### src/rtl/mp_add_pkg.sv
// Shared types and sizing helpers for the multi-precision add sequencer.
// Pure declarations: no latency, no flow control.
package mp_add_pkg;

  typedef enum logic [1:0] {
    IDLE = 2'd0,
    WAIT = 2'd1,
    DONE = 2'd2
  } mp_state_e;

  localparam int MP_BITS    = 64;
  localparam int MP_WORDS   = 4;
  localparam int MP_ADD_LAT = 2;

  // Both widths are clamped to 1 so degenerate configs still elaborate.
  function automatic int idx_w(input int words);
    return (words > 1) ? $clog2(words) : 1;
  endfunction

  function automatic int cnt_w(input int lat);
    return (lat > 0) ? $clog2(lat + 1) : 1;
  endfunction

endpackage

### src/rtl/mp_add_slice_mux.sv
// Picks word[idx] out of a packed multi-word operand.
// Combinational, zero latency; no flow control.
module mp_add_slice_mux
  import mp_add_pkg::*;
#(
  parameter int BITS  = MP_BITS,
  parameter int WORDS = MP_WORDS,
  parameter int IW    = idx_w(MP_WORDS)
) (
  input  logic [WORDS*BITS-1:0] vec,
  input  logic [IW-1:0]         idx,
  output logic [BITS-1:0]       slice
);

  always_comb begin
    slice = '0;
    for (int i = 0; i < WORDS; i++) begin
      if (idx == IW'(i)) slice = vec[i*BITS +: BITS];
    end
  end

endmodule

### src/rtl/mp_add_seq.sv
// WORDS*BITS add sequenced word-by-word through an external ADD_LAT-stage adder; MPADD_SOVF_EN adds sovf.
// Latency: out_valid WORDS*(ADD_LAT+1) edges after accept.
// Backpressure: in_ready only in IDLE; result held in DONE until out_ready.
module mp_add_seq
  import mp_add_pkg::*;
#(
  parameter int BITS    = MP_BITS,
  parameter int WORDS   = MP_WORDS,
  parameter int ADD_LAT = MP_ADD_LAT
) (
  input  logic                  clk,
  input  logic                  rst_n,
  input  logic                  in_valid,
  output logic                  in_ready,
  input  logic [WORDS*BITS-1:0] in_a,
  input  logic [WORDS*BITS-1:0] in_b,
  input  logic                  in_c,
  output logic                  out_valid,
  input  logic                  out_ready,
  output logic [WORDS*BITS:0]   out_s,
  output logic [BITS-1:0]       add_a,
  output logic [BITS-1:0]       add_b,
  output logic                  add_c,
  input  logic [BITS:0]         add_s,
`ifdef MPADD_SOVF_EN
  output logic                  sovf,
`endif
  output logic                  busy
);

  localparam int TW = WORDS * BITS;
  localparam int IW = idx_w(WORDS);
  localparam int CW = cnt_w(ADD_LAT);

  mp_state_e         state_q, state_d;
  logic [IW-1:0]     idx_q, idx_d, idx_nxt;
  logic [CW-1:0]     cnt_q, cnt_d;
  logic [TW-1:0]     a_q, a_d, b_q, b_d;
  logic [BITS-1:0]   add_a_q, add_a_d, add_b_q, add_b_d;
  logic              add_c_q, add_c_d;
  logic [TW:0]       sum_q, sum_d;
  logic              out_valid_q, out_valid_d;
  logic [BITS-1:0]   slice_a, slice_b;
`ifdef MPADD_SOVF_EN
  logic              sovf_q, sovf_d;
`endif

  assign idx_nxt = idx_q + IW'(1);

  mp_add_slice_mux #(.BITS(BITS), .WORDS(WORDS), .IW(IW)) u_mux_a (
    .vec(a_q), .idx(idx_nxt), .slice(slice_a)
  );
  mp_add_slice_mux #(.BITS(BITS), .WORDS(WORDS), .IW(IW)) u_mux_b (
    .vec(b_q), .idx(idx_nxt), .slice(slice_b)
  );

  always_comb begin
    state_d     = state_q;
    idx_d       = idx_q;
    cnt_d       = cnt_q;
    a_d         = a_q;
    b_d         = b_q;
    add_a_d     = add_a_q;
    add_b_d     = add_b_q;
    add_c_d     = add_c_q;
    sum_d       = sum_q;
    out_valid_d = out_valid_q;
`ifdef MPADD_SOVF_EN
    sovf_d      = sovf_q;
`endif
    case (state_q)
      IDLE: begin
        if (in_valid) begin
          a_d     = in_a;
          b_d     = in_b;
          add_a_d = in_a[BITS-1:0];
          add_b_d = in_b[BITS-1:0];
          add_c_d = in_c;
          idx_d   = '0;
          cnt_d   = CW'(ADD_LAT);
          state_d = WAIT;
        end
      end
      WAIT: begin
        if (cnt_q != '0) begin
          cnt_d = cnt_q - CW'(1);
        end else begin
          for (int i = 0; i < WORDS; i++) begin
            if (idx_q == IW'(i)) sum_d[i*BITS +: BITS] = add_s[BITS-1:0];
          end
          if (idx_q != IW'(WORDS - 1)) begin
            add_a_d = slice_a;
            add_b_d = slice_b;
            add_c_d = add_s[BITS];
            idx_d   = idx_nxt;
            cnt_d   = CW'(ADD_LAT);
          end else begin
            sum_d[TW]   = add_s[BITS];
            out_valid_d = 1'b1;
            state_d     = DONE;
`ifdef MPADD_SOVF_EN
            // Carry into the MSB is recovered from the sum bit and both operand MSBs.
            sovf_d = add_s[BITS-1] ^ a_q[TW-1] ^ b_q[TW-1] ^ add_s[BITS];
`endif
          end
        end
      end
      DONE: begin
        if (out_ready) begin
          out_valid_d = 1'b0;
          state_d     = IDLE;
        end
      end
      default: state_d = IDLE;
    endcase
  end

  always_ff @(posedge clk) begin
    if (!rst_n) begin
      state_q     <= IDLE;
      idx_q       <= '0;
      cnt_q       <= '0;
      a_q         <= '0;
      b_q         <= '0;
      add_a_q     <= '0;
      add_b_q     <= '0;
      add_c_q     <= 1'b0;
      sum_q       <= '0;
      out_valid_q <= 1'b0;
`ifdef MPADD_SOVF_EN
      sovf_q      <= 1'b0;
`endif
    end else begin
      state_q     <= state_d;
      idx_q       <= idx_d;
      cnt_q       <= cnt_d;
      a_q         <= a_d;
      b_q         <= b_d;
      add_a_q     <= add_a_d;
      add_b_q     <= add_b_d;
      add_c_q     <= add_c_d;
      sum_q       <= sum_d;
      out_valid_q <= out_valid_d;
`ifdef MPADD_SOVF_EN
      sovf_q      <= sovf_d;
`endif
    end
  end

  assign in_ready  = (state_q == IDLE);
  assign busy      = (state_q != IDLE);
  assign out_valid = out_valid_q;
  assign out_s     = sum_q;
  assign add_a     = add_a_q;
  assign add_b     = add_b_q;
  assign add_c     = add_c_q;
`ifdef MPADD_SOVF_EN
  assign sovf      = sovf_q;
`endif

endmodule
### config.mk
export PLATFORM = sky130hd
export DESIGN_NAME = mp_add_seq
export DESIGN_NICKNAME = d
export VERILOG_FILES = /design/src/rtl/mp_add_pkg.sv /design/src/rtl/mp_add_slice_mux.sv /design/src/rtl/mp_add_seq.sv
export SDC_FILE = /design/constraint.sdc
export NUM_CORES = 2
export LEC_CHECK = 0
export ABC_AREA = 1
export CAP_MARGIN = 5
export CORE_AREA = 10 10 366 368
export CTS_BUF_LIST = sky130_fd_sc_hd__clkbuf_16
export DETAILED_ROUTE_END_ITERATION = 7
export DIE_AREA = 0 0 376 378
export GPL_TIMING_DRIVEN = 0
export PLACE_DENSITY_LB_ADDON = 0.12
export SLEW_MARGIN = 20
export SYNTH_ARGS = -nofsm -noshare
export SYNTH_HDL_FRONTEND = slang
export SYNTH_SLANG_ARGS = --single-unit
### constraint.sdc
create_clock -name clk -period 2.9 [get_ports clk]
set_input_delay 0.58 -clock clk [delete_from_list [all_inputs] [get_ports clk]]
set_output_delay 0.58 -clock clk [all_outputs]
set_load 0.03 [all_outputs]
# Yosys cells after proc, flatten, opt, wreduce, memory -nomap -nowiden
# Cells that the tools add are included.
# word_totals
mem_count	0
wordCells	87
inputBits	582
latchBits	0
rom_bits	0
ramBits	0
output_inout_bits	389
regBits	905
# classes
shift	0
bitwise_logic	2
n_reduce_logical	17
n_mux	37
eq_ne	15
mul	0
n_lt_le_gt_ge	0
div_mod_pow	0
n_addsub	2
# ops
cell	n
64-bit 2-to-1 mux	14
64-bit one-hot mux with 2 select lines	2
2-bit 2-to-1 mux	10
3-bit AND reduction	6
2-bit inequality test, second input constant	6
4-bit AND reduction	3
2-bit equality test, second input constant	5
2-bit one-hot mux with 2 select lines	2
2-bit nonzero test	4
2-bit by 1-bit equality test with 1-bit output, second input constant	3
2-bit zero test	3
1-bit 2-to-1 mux	6
2-bit one-hot mux with 3 select lines	1
1-bit one-hot mux with 2 select lines	2
3-bit inequality test, second input constant	1
2-bit by 1-bit adder with 2-bit output, second input constant	1
1-bit NOT	2
2-bit AND reduction	1
2-bit by 1-bit subtractor with 2-bit output, second input constant	1

# Logic depth before layout (Yosys ltp)
# logic_depth
word_depth	9
ltp_mapped	10
depth_no_buf	8

# Hierarchy
# A second synthesis with hierarchy kept.
# unflattened
cells_unflattened	5129
hier_area_um2	37209.4
# modules_own_cells
mod	cells_each	area_each_um2	n_inst	seq_area_each_um2
mp_add_seq	4391	33255.6	1	18117.4
mp_add_slice_mux	369	1976.9	2	0.0

# Least setup slack after synthesis
# Ideal clock, no wire load.
# synth_timing
kind	register -> register
start	register idx_q[0]
end	register add_a_q[61], in the netlist add_a[61]
slack_ns	1.157
path_stages_with_launch	11
arrival_time_ns	1.627
synth_period_minus_slack_ns	1.743
setup_time_ns	0.117
cell_sequence	dfxtp_1 > inv_1 > ha_1 > inv_1 > clkbuf_1 > clkbuf_1 > nand2_1 > nand3_1 > nand2_1 > nand2_1 > a21oi_1
# synth_between
elab_chain_cells	9
word_cells_on_any_way	15
classes_between	1 x add/sub; 5 x eq/ne; 7 x mux; 2 x reduce/logical
# synth_rtl
element	line_no	text
start: declaration	mp_add_seq.sv:36	logic [IW-1:0] idx_q, idx_d, idx_nxt;
start signal: assignment	mp_add_seq.sv:135	idx_q <= idx_d;
2-bit by 1-bit adder with 2-bit output	mp_add_seq.sv:48	assign idx_nxt = idx_q + IW'(1);
2-bit zero test	mp_add_slice_mux.sv:18	if (idx == IW'(i)) slice = vec[i*BITS +: BITS];
64-bit 2-to-1 mux (4 in a row)	mp_add_slice_mux.sv:18	
64-bit 2-to-1 mux	mp_add_seq.sv:91	if (idx_q != IW'(WORDS - 1)) begin
64-bit 2-to-1 mux	mp_add_seq.sv:85	if (cnt_q != '0) begin
64-bit one-hot mux with 2 select lines	mp_add_seq.sv:71	case (state_q)
end signal: assignment	mp_add_seq.sv:125	add_a_q <= '0;
end signal: assignment	mp_add_seq.sv:139	add_a_q <= add_a_d;
end: declaration	mp_add_seq.sv:39	logic [BITS-1:0] add_a_q, add_a_d, add_b_q, add_b_d;
# Several ways; a longest one is shown, not always the timed one. The select of a mux whose other input is x is not followed.
# A chain may end at the register's enable or synchronous reset.

# Worst setup path after layout
# layout_timing
start	register state_q[1]
end	output port in_ready
# layout_between
elab_chain_cells	1
# layout_rtl
element	line_no	text
start: declaration	mp_add_seq.sv:35	mp_state_e state_q, state_d;
start signal: assignment	mp_add_seq.sv:134	state_q <= state_d;
2-bit zero test	mp_add_seq.sv:150	assign in_ready = (state_q == IDLE);
end: declaration	mp_add_seq.sv:14	output logic in_ready,
# No other way between the ends.

==> metrics.txt <==
flops & latches, synth=905; Slew @ Worst Pin=between 0.9 and 1 ns; Synth Cell Area=37800 µm²; gr ovfl total=0; Root Buffer=clkbuf_16; vias in the first global route=just under 40000; status=complete, no violations; First-pass DRT Iterations=6; Detail Route Antenna Nets=0; clk buf depth=3; H-Tree Level Count=3; CTS resizes=0; largest net degree at the start of global routing=15; leakage=between 20 and 25 nW; r2r setup slk=between 0.2 and 0.3 ns; Starting Density=29.9%; Worst IR Drop VDD=521 µV; Routed Wire Length=196000 µm; endpoints failing hold=0; CTS tree=yes; library cells used by synthesis=25; Synth area leaders=dfxtp_1 48%, a21oi_1 10%, nor2_1 10%; yosys warns=0; antenna violations before repair=99; via count=39774; Chip Width=376 µm; Critical Path RT=around 2.3 ns; most common cell in the netlist=nor2_1; fraction of layout cells with a size suffix above 1=5.18%; Clock Latency Late Sink=0.70 ns; total die area=142000 µm²; fillers=roughly 14000; Sequential Area=18100 µm²; Sum Neg Setup Slack=0 ns; Gate Count Post-Synth=between 5000 and 6000; Layout area overhead=40.4%; total global-route track usage=26.3%; site row count=131; fin. max-slew vios=0; Port Buffers=969; setup violators final=0; CP Capture Type=primary output; fin nets=just over 7000; hold_ws=roughly 0.45 ns; num ports=a little under 1000; unrepaired setup endpoints after global routing=no; global-route wire length before repair=between 200000 and 300000 µm; Post-Layout Cell Count=~8400; Pwr Density=652 nW/µm²; clock sinks=905; biggest area consumer among synthesized cells=dfxtp_1; post-synthesis sequential area ratio=47.9%; number of synthesized flops with an enable pin=0; DP HPWL=156000 µm; Yosys top cell area share=47.9%; worst path arrival time=2.13 ns; Setup Buffers After CTS=0; crit path launch type=flop; Pwr Total=0.0346 W; Die Y=about 380 µm; Fmax=369 MHz; Slew headroom=38.4%; clock skew=0.0243 ns; hold_buf cts=0; Hold Path Class=flop to flop; Multi-input gate area=15900 µm²; syn_area_per_cell=between 6 and 7 µm²; CTS buffer count=108; Syn Nets=approximately 6100; crit path max fanout=7; initial DRC count=2406; average routed wire per standard cell=23.4 µm; Synth top cells by count=1031 x nor2_1, 911 x nand2_1, 905 x dfxtp_1, 776 x a21oi_1, 669 x o21ai_0; main flop type after synthesis=dfxtp_1; post-layout min period=2.71 ns; Tcrit/Tclk final=93.6%; Synth async-reset ratio=0%; DRC viols=0; GPL Wtd Cong=0.962; maxcap violations=0; Post-Place Cells=8131; Post-Route Utilization=a little over two fifths; Core ar.=127000 µm²; vias per inst=4.75; clock-pin slew on the worst setup and hold paths=0.06 ns; WS Path Type=flop to primary output
layout by cell type (no fill, tap or decap), types with 2 or more instances in the layout:
master           count
a21oi_1            776
buf_1               16
buf_16               3
buf_2              155
buf_6                2
bufinv_16            6
clkbuf_1           221
clkbuf_16          109
clkbuf_2            25
clkdlybuf4s50_1    969
clkinv_1            19
clkinv_2            21
clkinv_4             4
clkinv_8             2
dfxtp_1            905
diode_2             46
ha_1                 9
inv_1              551
inv_2                7
nand2_1            911
nand3_1            135
nor2_1            1031
nor2_8               2
o21ai_0            669
o21ai_1            103
worst paths after layout:
check / from / endpoint / cells after the start
worst max register to register: cnt_q[1] / add_b[2] / 9
worst min-delay path: b_q[70] / b_q[70] / 2
worst max-delay path: state_q[1] / in_ready / 3
worst min register to register: b_q[70] / b_q[70] / 2
layer usage:
layer  vias to the layer above  part of all wire (%)  track usage, %
met1                     18366                    41            31.1
met2                      1320                    47            44.0
li1                      19668                     -               -
met5                         -                  0.24               0
met4                        72                   4.0            11.3
met3                       348                   7.9            7.76
cells by family after synthesis:
kind of cell    after synthesis  share of synthesized area [%]
compound gates             1548                           20.5
flops                       905                           47.9
buf+inv                     949                           10.0
simple gates               2086                           21.3
fa+ha+maj                     9                          0.298
final cells by class:
cell class / count / area share [%]
sequential: 905 / 34.1
multi-input combinational: 3643 / 30.0
timing repair buffer: 972 / 18.4
clock buffer: 109 / 5.13
tap: 1662 / 3.91
inverter: 529 / 3.74
buffer: 420 / 3.43
clock inverter: 85 / 1.08
antenna: 46 / 0.217
critical path: stages (launching register included):
cell,delay (ns)
dfxtp_1,0.29
buf_4,0.17
nor2_4,0.14
clkdlybuf4s50_1,0.84
report_power, final:
group          switching, W  internal [W]  leakage (nW)
Clock               0.00565       0.00731          1.74
Combinational       0.00497       0.00280          13.4
Sequential         0.000477        0.0134          7.46
sequential cells by signal, summed over array words and instances (netlist names):
name and flops:
a_q 256, add_a 64, add_b 64, add_c 1, b_q 256, cnt_q 2, idx_q 2, out_s 257
out_valid 1, state_q 2
per-stage QoR:
step | worst slack [ns] | area [µm²]
final | 0.187 | 53100
after global placement | -0.333 | 49600
after detailed placement | -0.224 | 49700
after floorplan | 1.16 | 37800
after CTS | 0.102 | 53000
after global routing | 0.0815 | 53100
No activity file was read; power rests on OpenSTA's default activity.
